[src/rtl/host_word_assembler.sv]
// host_word_assembler: packs six UART bytes into a 48-bit word held under a clearDR four-phase handshake
module host_word_assembler #(
  parameter int TIMEOUT_CYCLES = 100000
) (
  input  logic        masterClock,
  input  logic        reset,
  input  logic        rxByteValid,
  input  logic [7:0]  rxByte,
  input  logic        clearDR,
  output logic        dataReceived,
  output logic [47:0] inputData,
  output logic [2:0]  byteCount,
  output logic        overrun,
  output logic        timeoutPulse
);
  localparam int CW = $clog2(TIMEOUT_CYCLES + 1);
  localparam logic [CW-1:0] LAST_IDLE = CW'(TIMEOUT_CYCLES - 1);
  typedef enum logic [1:0] {COLLECT, FULL, RELEASE} state_t;
  state_t r_state, w_state;
  logic [39:0]   r_shift, w_shift;
  logic [CW-1:0] r_idle, w_idle;
  logic [47:0]   w_data;
  logic [2:0]    w_cnt;
  logic          w_dr, w_ovr, w_to;
  always_ff @(posedge masterClock) begin
    if (reset) begin
      r_state      <= COLLECT;
      r_shift      <= '0;
      r_idle       <= '0;
      inputData    <= '0;
      byteCount    <= '0;
      dataReceived <= 1'b0;
      overrun      <= 1'b0;
      timeoutPulse <= 1'b0;
    end else begin
      r_state      <= w_state;
      r_shift      <= w_shift;
      r_idle       <= w_idle;
      inputData    <= w_data;
      byteCount    <= w_cnt;
      dataReceived <= w_dr;
      overrun      <= w_ovr;
      timeoutPulse <= w_to;
    end
  end
  always_comb begin
    w_state = r_state;
    w_shift = r_shift;
    w_idle  = r_idle;
    w_data  = inputData;
    w_cnt   = byteCount;
    w_dr    = dataReceived;
    w_ovr   = overrun;
    w_to    = 1'b0;
    case (r_state)
      COLLECT: begin
        if (rxByteValid) begin
          w_shift = {r_shift[31:0], rxByte};
          w_idle  = '0;
          if (byteCount == 3'd5) begin
            w_data  = {r_shift, rxByte};
            w_dr    = 1'b1;
            w_cnt   = 3'd0;
            w_state = FULL;
          end else begin
            w_cnt = byteCount + 3'd1;
          end
        end else if (byteCount != 3'd0) begin
          // a byte landing on the expiring cycle is handled above, so it wins over the timeout
          w_idle = (r_idle == LAST_IDLE) ? '0 : r_idle + 1'b1;
          w_cnt  = (r_idle == LAST_IDLE) ? 3'd0 : byteCount;
          w_to   = (r_idle == LAST_IDLE);
        end
      end
      FULL: begin
        w_ovr   = overrun | rxByteValid;
        w_dr    = clearDR ? 1'b0 : dataReceived;
        w_state = clearDR ? RELEASE : FULL;
      end
      default: begin
        w_ovr   = overrun | rxByteValid;
        w_state = clearDR ? RELEASE : COLLECT;
      end
    endcase
  end
endmodule
[config.mk]
export PLATFORM = sky130hd
export DESIGN_NAME = host_word_assembler
export DESIGN_NICKNAME = d
export VERILOG_FILES = /design/src/rtl/host_word_assembler.sv
export SDC_FILE = /design/constraint.sdc
export NUM_CORES = 1
export LEC_CHECK = 0
export CAP_MARGIN = 20
export CORE_ASPECT_RATIO = 0.9
export CORE_UTILIZATION = 57
export DETAILED_ROUTE_END_ITERATION = 16
export MAX_ROUTING_LAYER = met4
export PLACE_DENSITY = 0.81
export SYNTH_ARGS = -nofsm -noshare
export SYNTH_HDL_FRONTEND = slang
export SYNTH_SLANG_ARGS = --single-unit
[constraint.sdc]
create_clock -name masterClock -period 3.2 [get_ports masterClock]
set_input_delay 0.32 -clock masterClock [delete_from_list [all_inputs] [get_ports masterClock]]
set_output_delay 0.32 -clock masterClock [all_outputs]
set_load 0.03 [all_outputs]
* Yosys cells after proc, flatten, opt, wreduce, memory -nomap -nowiden
Cells that the tools add are included.
** Storage, ports and cells
- Register bits :: 113
- Output and inout bits :: 54
- Logic and storage cells :: 47
** Operators by class
- Add/sub/neg operators :: 2
- Equality and inequality tests :: 6
- Mux-type cells :: 16
- Bitwise logic cells :: 3
- Reductions and logical operators :: 12
** Operators by type and width (number)
- $mux W17 :: 3
- $add A17 B1 Y17 const B :: 1
- $eq A17 B17 Y1 const B :: 1
- $mux W3 :: 4
- $mux W2 :: 4
- $ne A2 B2 Y1 const B :: 3
- $reduce_and A2 Y1 :: 3
- $reduce_and A3 Y1 :: 2
- $reduce_bool A2 Y1 :: 3
- $pmux W2 S2 :: 1
- $reduce_and A4 Y1 :: 1
- $reduce_or A4 Y1 :: 1
- $add A3 B1 Y3 const B :: 1
- $eq A3 B3 Y1 const B :: 1
- $mux W1 :: 3
- $reduce_bool A3 Y1 :: 1
- $eq A2 B1 Y1 const B :: 1
- $logic_not A2 Y1 :: 1
- $not A1 Y1 :: 2
- $pmux W1 S2 :: 1
- $or A1 B1 Y1 :: 1

* Depth between registers and ports, before layout
Gate-level depths: netlist of run 1.
- Word-level depth :: 4
- Mapped depth :: 6
- Depth with buffers taken out :: 5

* Least setup slack after synthesis of run 1
Ideal clock, no wire load.
- Path kind :: reg2reg
- From :: reg byteCount[0]
- To :: reg r_idle[11]
- Arrival :: 1.890 ns
- Path slack :: 1.224 ns
- Cell stages (with the launch flop) :: 6
- Clock period less this slack :: 1.976 ns
- Path through :: dfxtp_1 -> nor4_2 -> or4_1 -> clkbuf_1 -> or3_1 -> a211oi_1
** Between the ends
- Cells in the longest elaborated chain, start to end :: 3
** Ends and longest elaborated chain
- from (decl) :: line 12 : output logic [2:0] byteCount,
- from (signal assigned) :: line 40 : byteCount <= w_cnt;
- $reduce_bool A3 Y1 :: line 68 : end else if (byteCount != 3'd0) begin
- $reduce_bool A2 Y1 (no source line)
- $reduce_and A2 Y1 (no source line)
- to (signal assigned) :: line 38 : r_idle <= w_idle;
- to (decl) :: line 21 : logic [CW-1:0] r_idle, w_idle;
Every way passes these cells.
A chain may end at the register's enable or synchronous reset.

* Worst setup path in the final report of run 1
- From :: reg r_idle[0]
- To :: reg r_idle[16]
** Between the ends
- Cells in the longest elaborated chain, start to end :: 4
- Elaborated cells between the ends (all ways) :: 5
- Classes of those cells :: add/sub (1); eq/ne (1); mux (3)
** Ends and longest elaborated chain
- $add A17 B1 Y17 or $eq A17 B17 Y1 (tied branches) :: line 70 : w_idle = (r_idle == LAST_IDLE) ? '0 : r_idle + 1'b1;
- $mux W17 * :: line 70
- $mux W17 * :: line 68
- $mux W17 * :: line 57 : if (rxByteValid) begin
Mark *: on every way between the ends. The rest lies on a longest branch, timed or not. The select of a mux whose other input is x is not followed.

==> metrics.txt, run 1 <==
Met3 Wirelength=815 um; CTS Buf Count=17; P&R area growth vs syn=29.9%; Die Area=7860 um2; hold_ws=0.253 ns; net switching power=around 0.76 mW; largest net degree at the start of global routing=72; leading area contributor after synthesis=dfxtp_1; Hold Path End=r_idle[4]; total grt overflow=0; Hold Vio Cnt, Final=0; # DRC=0; Seq pwr share=between 40% and 50%; DR pass1 iterations=5; Max clock buf depth=2; Avg Cell Area, Syn=around 8.1 um2; crit path DAT=2.54 ns; H-tree levels=4; post-route clock skew=between 0.01 and 0.015 ns; Sum Neg Setup Slack=0 ns; Power Density=between 600 and 700 nW/um2; CTS resizes=0; pre-CTS setup slack=0.748 ns; status=finished, final reports clean; RSZ-0062 raised after global routing=no; DRT iter0 DRCs=around 330; Net Count, Synth=between 500 and 600; vias in the first global route=3653; initial antenna violation count=0; leakage power figure=1.84 nW; global-route wire length before repair=17500 um; # clock sinks=between 100 and 150; Final Instance Area=between 5000 and 6000 um2; number of synthesized flops with an enable pin=0; Setup crit start kind=register; Final setup violation count=0; Main synth FF type=dfxtp_1; CP endpoint kind=register; HP Start=reset; Hold Path Depth=2; synth unique cells=44; largest cells by area after synthesis=dfxtp_1 (53%), nand2_1 (16%), a21oi_1 (11%), clkbuf_1 (2.5%), nor4_1 (1.3%); Die Y=approximately 84 um; routed length per placed instance=15.2 um; FF-to-FF Start=r_idle[0]; highest metal used=met4; core area=~7100 um2; DRT antenna net count=0; CP Class=register to register; share of total power in the clock network=a little over half; r2r endpoint=r_idle[16]; IO Port Bufs=65; Synthesis Warnings=0; Internal Power=2.63 mW; FMAX=between 400 and 500 MHz; Detail Placement HPWL=about 6400 um; Worst VDD drop=0.430 mV; CP max FO=6; max-cap violations=0; placed instance count=about 660; final WL=between 10000 and 15000 um; Hold Crit Class=primary input to register; Combinational Power Share=between 3 and 4%; Slew headroom=between 50% and 60%; global placement routability congestion=~0.97; Critical Path RT=3.62 ns; Post-CTS Setup Bufs=0; num rows=29; Final Power=around 3.4 mW; area share of the largest cell type after synthesis=52.9%; non-filler cells, final=around 690; Vias/cell=between 5 and 6; fin util=77.8%; I/O pin total=between 60 and 70; ratio of cells with drive above 1 in the final layout=roughly 8.3%; smallest setup slack after layout=about 1.1 ns; clock root buffer=clkbuf_8; Final nets=between 600 and 700; period utilisation layout=66.2%; GR Util All Layers=just under 30%; #FFs+latches synth=113; Initial Utilization=around 60%; Post-Syn Area=about 4300 um2; Die X=approximately 93 um; clock transition at the registers of the reported paths=0.06 ns; flop2flop setup slack=1.08 ns; CTS Hold Buffers Added=0; Least-Margin Pin Slew=0.699 ns; CTS tree=built; share of synthesized registers carrying an async set or reset=0%; via total after detailed routing=3945; diodes inserted=0; Worst Reg-to-Reg Cells=5; dpl cell area=4970 um2; routed wl met2=4900 um; Seq/Total Area, Yosys=between 50% and 60%; wl on met1=about 4700 um; synthesized instance count=roughly 530; Slew Viols, Final=0; clk_lat worst skew=~0.51 ns; sw frac=between 20 and 25%; Final min period=2.12 ns
==> registers in the layout, summed over array words and instances, names as in the netlist <==
name / cells
overrun: 1
byteCount: 3
timeoutPulse: 1
r_state: 2
dataReceived: 1
inputData: 48
r_shift: 40
r_idle: 17
==> final cells by class <==
type                    count  area, um2
clock buffers              20        455
clock inverters            12        131
fillers                   504       1590
inverters                   3       11.3
multi-input cells         380       1870
flip-flops and latches    113       2260
well taps                  93        116
repair buffers             73        708
==> cell families (layout without fill, tap and decap cells) <==
logic type | count (synthesis) | in the layout | synth area share [%]
fa+ha+maj | 1 | 1 | 0.292
flops | 113 | 113 | 52.9
xor+xnor | 3 | 3 | 0.614
buf+inv | 38 | 108 | 3.48
compound gates | 119 | 119 | 15.1
simple gates | 256 | 256 | 27.4
mux | 1 | 1 | 0.263
==> placed cells by master (no fill, tap or decap), drive strengths merged, types with 7 or more instances in the layout <==
cell type	instances
buf	9
nor2	7
a21oi	96
clkbuf	20
nand2	188
nor4	10
nand4	7
clkdlybuf4s50	64
a211oi	7
o21ai	8
dfxtp	113
==> Yosys cell counts (3+ instances only) <==
| master | n |
|---|---|
| nand2_1 | 188 |
| dfxtp_1 | 113 |
| a21oi_1 | 96 |
| clkbuf_1 | 29 |
| nor4_1 | 9 |
| o21ai_0 | 8 |
| a211oi_1 | 7 |
| nor2_1 | 7 |
| nand4_1 | 6 |
| buf_2 | 5 |
| nor3_1 | 5 |
| or3_1 | 5 |
| and3_1 | 4 |
| nand3_1 | 4 |
| a221o_1 | 3 |
| inv_1 | 3 |
| nand4b_1 | 3 |
| nor4b_1 | 3 |
| xnor2_1 | 3 |
==> power groups by stage <==
stage	Clock [mW]	Sequential (mW)	Combinational [mW]
after floorplan	0	1.47	0.0668
after global placement	0	1.47	0.110
after detailed placement	0	1.47	0.111
after CTS	1.85	1.44	0.112
after global routing	1.92	1.44	0.124
final	1.84	1.44	0.113
==> worst max-delay path by stage <==
stage	cells past startpoint	startpoint	endpoint	slack, ns
finish	5	r_idle[0]	r_idle[16]	1.08
global route	5	r_idle[0]	r_idle[14]	0.98
CTS	5	r_idle[0]	r_idle[14]	1.12
detailed placement	5	rxByteValid	r_idle[13]	0.75
global placement	5	rxByteValid	r_idle[15]	0.82
floorplan	5	byteCount[0]	r_idle[11]	1.22
==> routing by layer <==
metal / up-vias / track usage [%]
met5: - / -
met4: 0 / 8.81
met1: 1841 / 39.2
met3: 14 / 8.24
li1: 1925 / -
met2: 165 / 43.3
==> critical path, stage by stage (launching register included) <==
cell,delay (ns)
dfxtp_1,0.38
ha_1,0.28
nand2_1,0.08
nor4_1,0.55
or3b_2,0.49
a211oi_1,0.24
Note: power is estimated with default switching activity, not from simulation.
==> run 2: changes to the inputs <==
CORE_UTILIZATION = 53   (was 57)
PLACE_DENSITY = 0.76   (was 0.81)
clock period = 2.04 ns   (was 3.2 ns; I/O delays follow)
==> run 2 against run 1 <==
Effect of this change: core utilization fell by 3.7 points; clock skew fell by 0.0014 ns; sequential power rose by 57%; worst setup slack got worse by 0.96 ns; combinational power rose by 75%; cell count rose by 1.9%; clock power rose by 51%; critical path depth did not move; power rose by 55%; sequential share of layout area fell by 0.95 points; count of clock-buffer cells in the layout fell by 3; largest cell class unchanged; largest power group unchanged.
==> metrics.txt, run 2 (synthesized netlist as in run 1, its figures left out) <==
post-route clock skew=0.00978 ns (-0.00144 ns); DR pass1 iterations=5 (unchanged); P&R area growth vs syn=33.2%; Hold Crit Class=primary input to register; Post-CTS Setup Bufs=0 (unchanged); Final Instance Area=5700 um2 (+2.5%); area of the multi-input gates=1900 um2 (+1.7%); Vias/cell=5.57 (-1.9%); initial antenna violation count=0 (unchanged); global placement routability congestion=0.871 (-11%); clock transition at the registers of the reported paths=0.06 ns (about the same); total grt overflow=0 (unchanged); most common cell after layout, fill and taps aside=nand2_1; Critical Path RT=2.46 ns (-1.16 ns); Final min period=1.91 ns (-0.204 ns); # clock sinks=113 (unchanged); Detail Placement HPWL=6500 um (+1.5%); final WL=10500 um (-0.87%); max-cap violations=0 (unchanged); crit path DAT=2.34 ns (-0.20 ns); FF-to-FF Start=r_idle[0]; DRT iter0 DRCs=199 (-40%); Setup crit start kind=register; I/O pin total=66 (unchanged); max FFs per register=48 (unchanged); period utilisation layout=93.9% (+28 points); CP Class=register to register; Top reg by flops=inputData; leakage power figure=1.91 nW (+3.5%); Final Power=5.24 mW (+55%); ratio of cells with drive above 1 in the final layout=10.6% (+2.3 points); dpl cell area=5100 um2 (+2.6%); flop2flop setup slack=0.13 ns (-0.96 ns); crit path to=r_idle[14]; GR Util All Layers=27.1% (-2.3 points); r2r endpoint=r_idle[14]; status=finished, final reports clean; via total after detailed routing=3941 (-0.10%); pre-CTS setup slack=-0.00825 ns (-0.757 ns); CP endpoint kind=register; Least-Margin Pin Slew=0.542 ns (-0.158 ns); CTS resizes=1 (+1); DRT antenna net count=0 (unchanged); storage element area=2260 um2 (+0.11%); Worst Reg-to-Reg Cells=5 (unchanged); CP max FO=4 (-2); IO Port Bufs=65 (unchanged); clk_lat worst skew=0.50 ns (about the same); Final nets=611 (+1.7%); Initial Utilization=55.6% (-4.3 points); crit path launch=r_idle[0]; non-filler cells, final=707 (+1.9%); Final setup violation count=0 (unchanged); CTS tree=built; commonest cells after routing, fill and taps aside=nand2_1 (188), dfxtp_1 (111), a21oi_1 (95); smallest setup slack after layout=0.125 ns (-0.956 ns); routed length per placed instance=14.8 um (-2.7%); diodes inserted=0 (unchanged); RSZ-0062 raised after global routing=no; global-route wire length before repair=17600 um (+0.95%); fillers=586 (+16%); Slew headroom=63.9% (+11 points); Hold Vio Cnt, Final=0 (unchanged); Die X=96.7 um (+3.6%); Die Area=8440 um2 (+7.4%); H-tree levels=4 (unchanged); largest net degree at the start of global routing=79 (+9.7%); clock root buffer=clkbuf_8; vias in the first global route=3665 (+0.33%); CTS Hold Buffers Added=0 (unchanged); num rows=30 (+3.4%); FMAX=522 MHz (+11%); Sum Neg Setup Slack=0 ns (unchanged); Worst VDD drop=0.593 mV (+38%); core area=7690 um2 (+7.6%); Die Y=87.2 um (+3.6%); # DRC=0 (unchanged); placed instance count=675 (+2.0%); Slew Viols, Final=0 (unchanged); Power Density=919 nW/um2 (+51%); Max clock buf depth=2 (unchanged); Largest regs=inputData (48), r_shift (40), r_idle (17); CTS Buf Count=17 (unchanged)
-- run 2: cell types whose count changed in the layout (fill, tap and decap cells not counted), moves of 2 or more --
cell / previous run / this run
clkinvlp_4: 4 / 1
dfxtp_1: 113 / 111
clkbuf_8: 4 / 1
buf_4: 9 / 15
inv_6: 2 / 6
buf_12: 0 / 4
inv_8: 0 / 2
dfxtp_2: 0 / 2
clkinv_4: 1 / 3
-- run 2: how the worst min path moves through the flow --
stage                      from             to  slack, ns  depth (start not counted)
floorplan             rxByte[0]     r_shift[0]       0.34                          2
global placement    r_shift[38]  inputData[46]       0.44                          2
detailed placement  r_shift[32]  inputData[40]       0.45                          2
CTS                       reset   byteCount[2]       0.10                          2
global route              reset  inputData[15]       0.11                          2
finish                    reset   byteCount[2]       0.11                          2
-- run 2: stage by stage --
stage | hold WS (ns) | util, %
2_1_floorplan | 0.340 | -
3_3_place_gp | 0.440 | 66.3
3_5_place_dp | 0.445 | 66.3
4_1_cts | 0.101 | 73.6
5_1_grt | 0.113 | 74.0
6_report | 0.112 | 74.0
-- run 2: cell type report --
type / count / area share [%]
clock buffers: 17 / 7.27
inverters: 3 / 0.198
multi-input cells: 380 / 33.4
repair buffers: 83 / 14.6
flip-flops and latches: 113 / 39.8
clock inverters: 15 / 2.61
well taps: 96 / 2.11
-- run 2: critical path: stages (launching register included) --
cell and delay (ns):
dfxtp_2 0.38, ha_4 0.17, and4_1 0.25, or4b_4 0.51
or3_1 0.32, a211oi_1 0.21
-- run 2: where the power goes --
group / switching, mW / leakage [nW] / internal (mW) / total, mW
sequential: 0.0246 / 0.914 / 2.23 / 2.26
clock: 1.13 / 0.278 / 1.65 / 2.78
combinational: 0.126 / 0.718 / 0.0725 / 0.198
total: 1.28 / 1.91 / 3.96 / 5.24
-- run 2: per-layer routing --
layer	vias up	global-route usage, %	part of all wire [%]
met5	-	-	0
met4	0	8.41	0.81
met3	9	7.38	5.3
met2	107	39.7	44
met1	1883	36.5	50
li1	1942	-	-
==> variant, RTL diff (flow settings as in run 1) <==
`inputData` no longer has a reset.
--- a/src/rtl/host_word_assembler.sv
+++ b/src/rtl/host_word_assembler.sv
@@ -27,7 +27,6 @@
       r_state      <= COLLECT;
       r_shift      <= '0;
       r_idle       <= '0;
-      inputData    <= '0;
       byteCount    <= '0;
       dataReceived <= 1'b0;
       overrun      <= 1'b0;
@@ -36,12 +35,15 @@
       r_state      <= w_state;
       r_shift      <= w_shift;
       r_idle       <= w_idle;
-      inputData    <= w_data;
       byteCount    <= w_cnt;
       dataReceived <= w_dr;
       overrun      <= w_ovr;
       timeoutPulse <= w_to;
     end
+  end
+
+  always_ff @(posedge masterClock) begin
+    inputData <= w_data;
   end
   always_comb begin
     w_state = r_state;
Behaviour: differs if reset is asserted again (counterexample within 10 cycles, from zero or initial values and one cycle with reset high); with reset held inactive, the same outputs for 10 cycles.
==> variant against run 1 <==
Clock skew decreased by 0.0066 ns. Worst setup slack got worse by 0.18 ns. Area after synthesis fell by 3.9%. Total power is 0.36% higher. Sequential cell count did not move. Count of clock-buffer cells in the layout decreased by 1. Wire length decreased by 19%. Cell area down 3.2%. First-iteration DRC count decreased by 0.30%. Highest routed layer unchanged.
==> variant: results (changes against run 1) <==
- Vias: 3,142 (was 3,945)
- Multi-input gates: 248 (was 380)
- Final nets: 466 (was 601)
- Crit-path leading delay family: compound AO/OA/AOI/OAI gates (was simple AND/OR/NAND/NOR gates)
- Routed length on met1: 3780 µm (was 4727 µm)
- CP startpoint: byteCount[2]$_SDFFE_PP0P_ (was r_idle[0]$_SDFFE_PP0P_)
- Setup WS pre-CTS: 0.7124 ns (was 0.7483 ns)
- CP max stage cell: o21ai_1 (was nor4_1)
- Synth Area in XOR/XNOR: 0% (was 0.6142%)
- Fmax: 0.4343 GHz (was 0.4719 GHz)
- Outcome: finished clean (unchanged)
- Syn Inst Count: 386 (was 531)
- DP HPWL: 4937 µm (was 6399 µm)
- WL met2: 4123 µm (was 4901 µm)
- Leak: 1.829 nW (was 1.844 nW)
- Met2 usage: 39.55% (was 43.32%)
- First-pass GRT wire length: 13,570 µm (was 17,460 µm)
- Layout filler cell count: 398 (was 504)
- Post-Synth Adder-Cell Area: 0.3044% (was 0.2925%)
- Tightest Pin Transition: 1.102 ns (was 0.6995 ns)
- Post-Route Skew: 0.004606 ns (was 0.01122 ns)
- Clock buffers: 19 (was 20)
- Area of the multi-input gates: 1272 µm² (was 1873 µm²)
- Vias in the first global route: 2,876 (was 3,653)
- FF+latch area: 2743 µm² (was 2262 µm²)
- Routability congestion estimate from global placement: 0.8634 (was 0.9739)
- DR WL/cell: 15.46 µm (was 15.22 µm)
- R2R Path End: r_idle[3]$_SDFFE_PP0P_ (was r_idle[16]$_SDFFE_PP0P_)
- Met1 Use GR: 30.28% (was 39.21%)
- Dpl cells: 524 (was 662)
- Register-to-Register Setup Slack: 0.90 ns (was 1.08 ns)
- Initial drt markers: 331 (was 332)
- Non-clock buffer count: 70 (was 73)
- Synth top area cells: edfxtp_1, dfxtp_1, nand2_1 (was dfxtp_1, nand2_1, a21oi_1)
- Clock network area share: 10.39% (was 10.56%)
- Post-layout util: 79.59% (was 77.75%)
- M3 GR Usage: 7.967% (was 8.243%)
- Compound-Gate Fraction of Synth Area: 11.45% (was 15.09%)
- Power Internal: 0.002658 W (was 0.002629 W)
- Wire length on met3: 582 µm (was 815 µm)
- Worst-path maximum fanout: 17 (was 6)
- Pin count of the biggest net entering global routing: 60 (was 72)
- Fraction of layout cells with a size suffix above 1: 9.657% (was 8.319%)
- Multiplexer share of the synthesized area: 0.2435% (was 0.2632%)
variant: worst min-delay path by stage:
stage	slack (ns)	to	depth (start not counted)	start
after floorplan	0.41	inputData[40]$_DFFE_PP_	0	r_shift[32]$_SDFFE_PP0P_
after global placement	0.41	inputData[40]$_DFFE_PP_	0	r_shift[32]$_SDFFE_PP0P_
after detailed placement	0.42	inputData[45]$_DFFE_PP_	0	r_shift[37]$_SDFFE_PP0P_
after CTS	0.32	r_idle[2]$_SDFFE_PP0P_	5	reset
after global routing	0.37	inputData[3]$_DFFE_PP_	1	rxByte[3]
final	0.34	r_idle[2]$_SDFFE_PP0P_	5	reset
variant: power groups by stage:
stage | Clock [W] | Sequential (W) | Combinational, W
floorplan | 0 | 0.00156 | 0.0000658
global placement | 0 | 0.00155 | 0.000109
detailed placement | 0 | 0.00156 | 0.000112
CTS | 0.00177 | 0.00153 | 0.000114
global route | 0.00184 | 0.00153 | 0.000125
finish | 0.00176 | 0.00153 | 0.000115
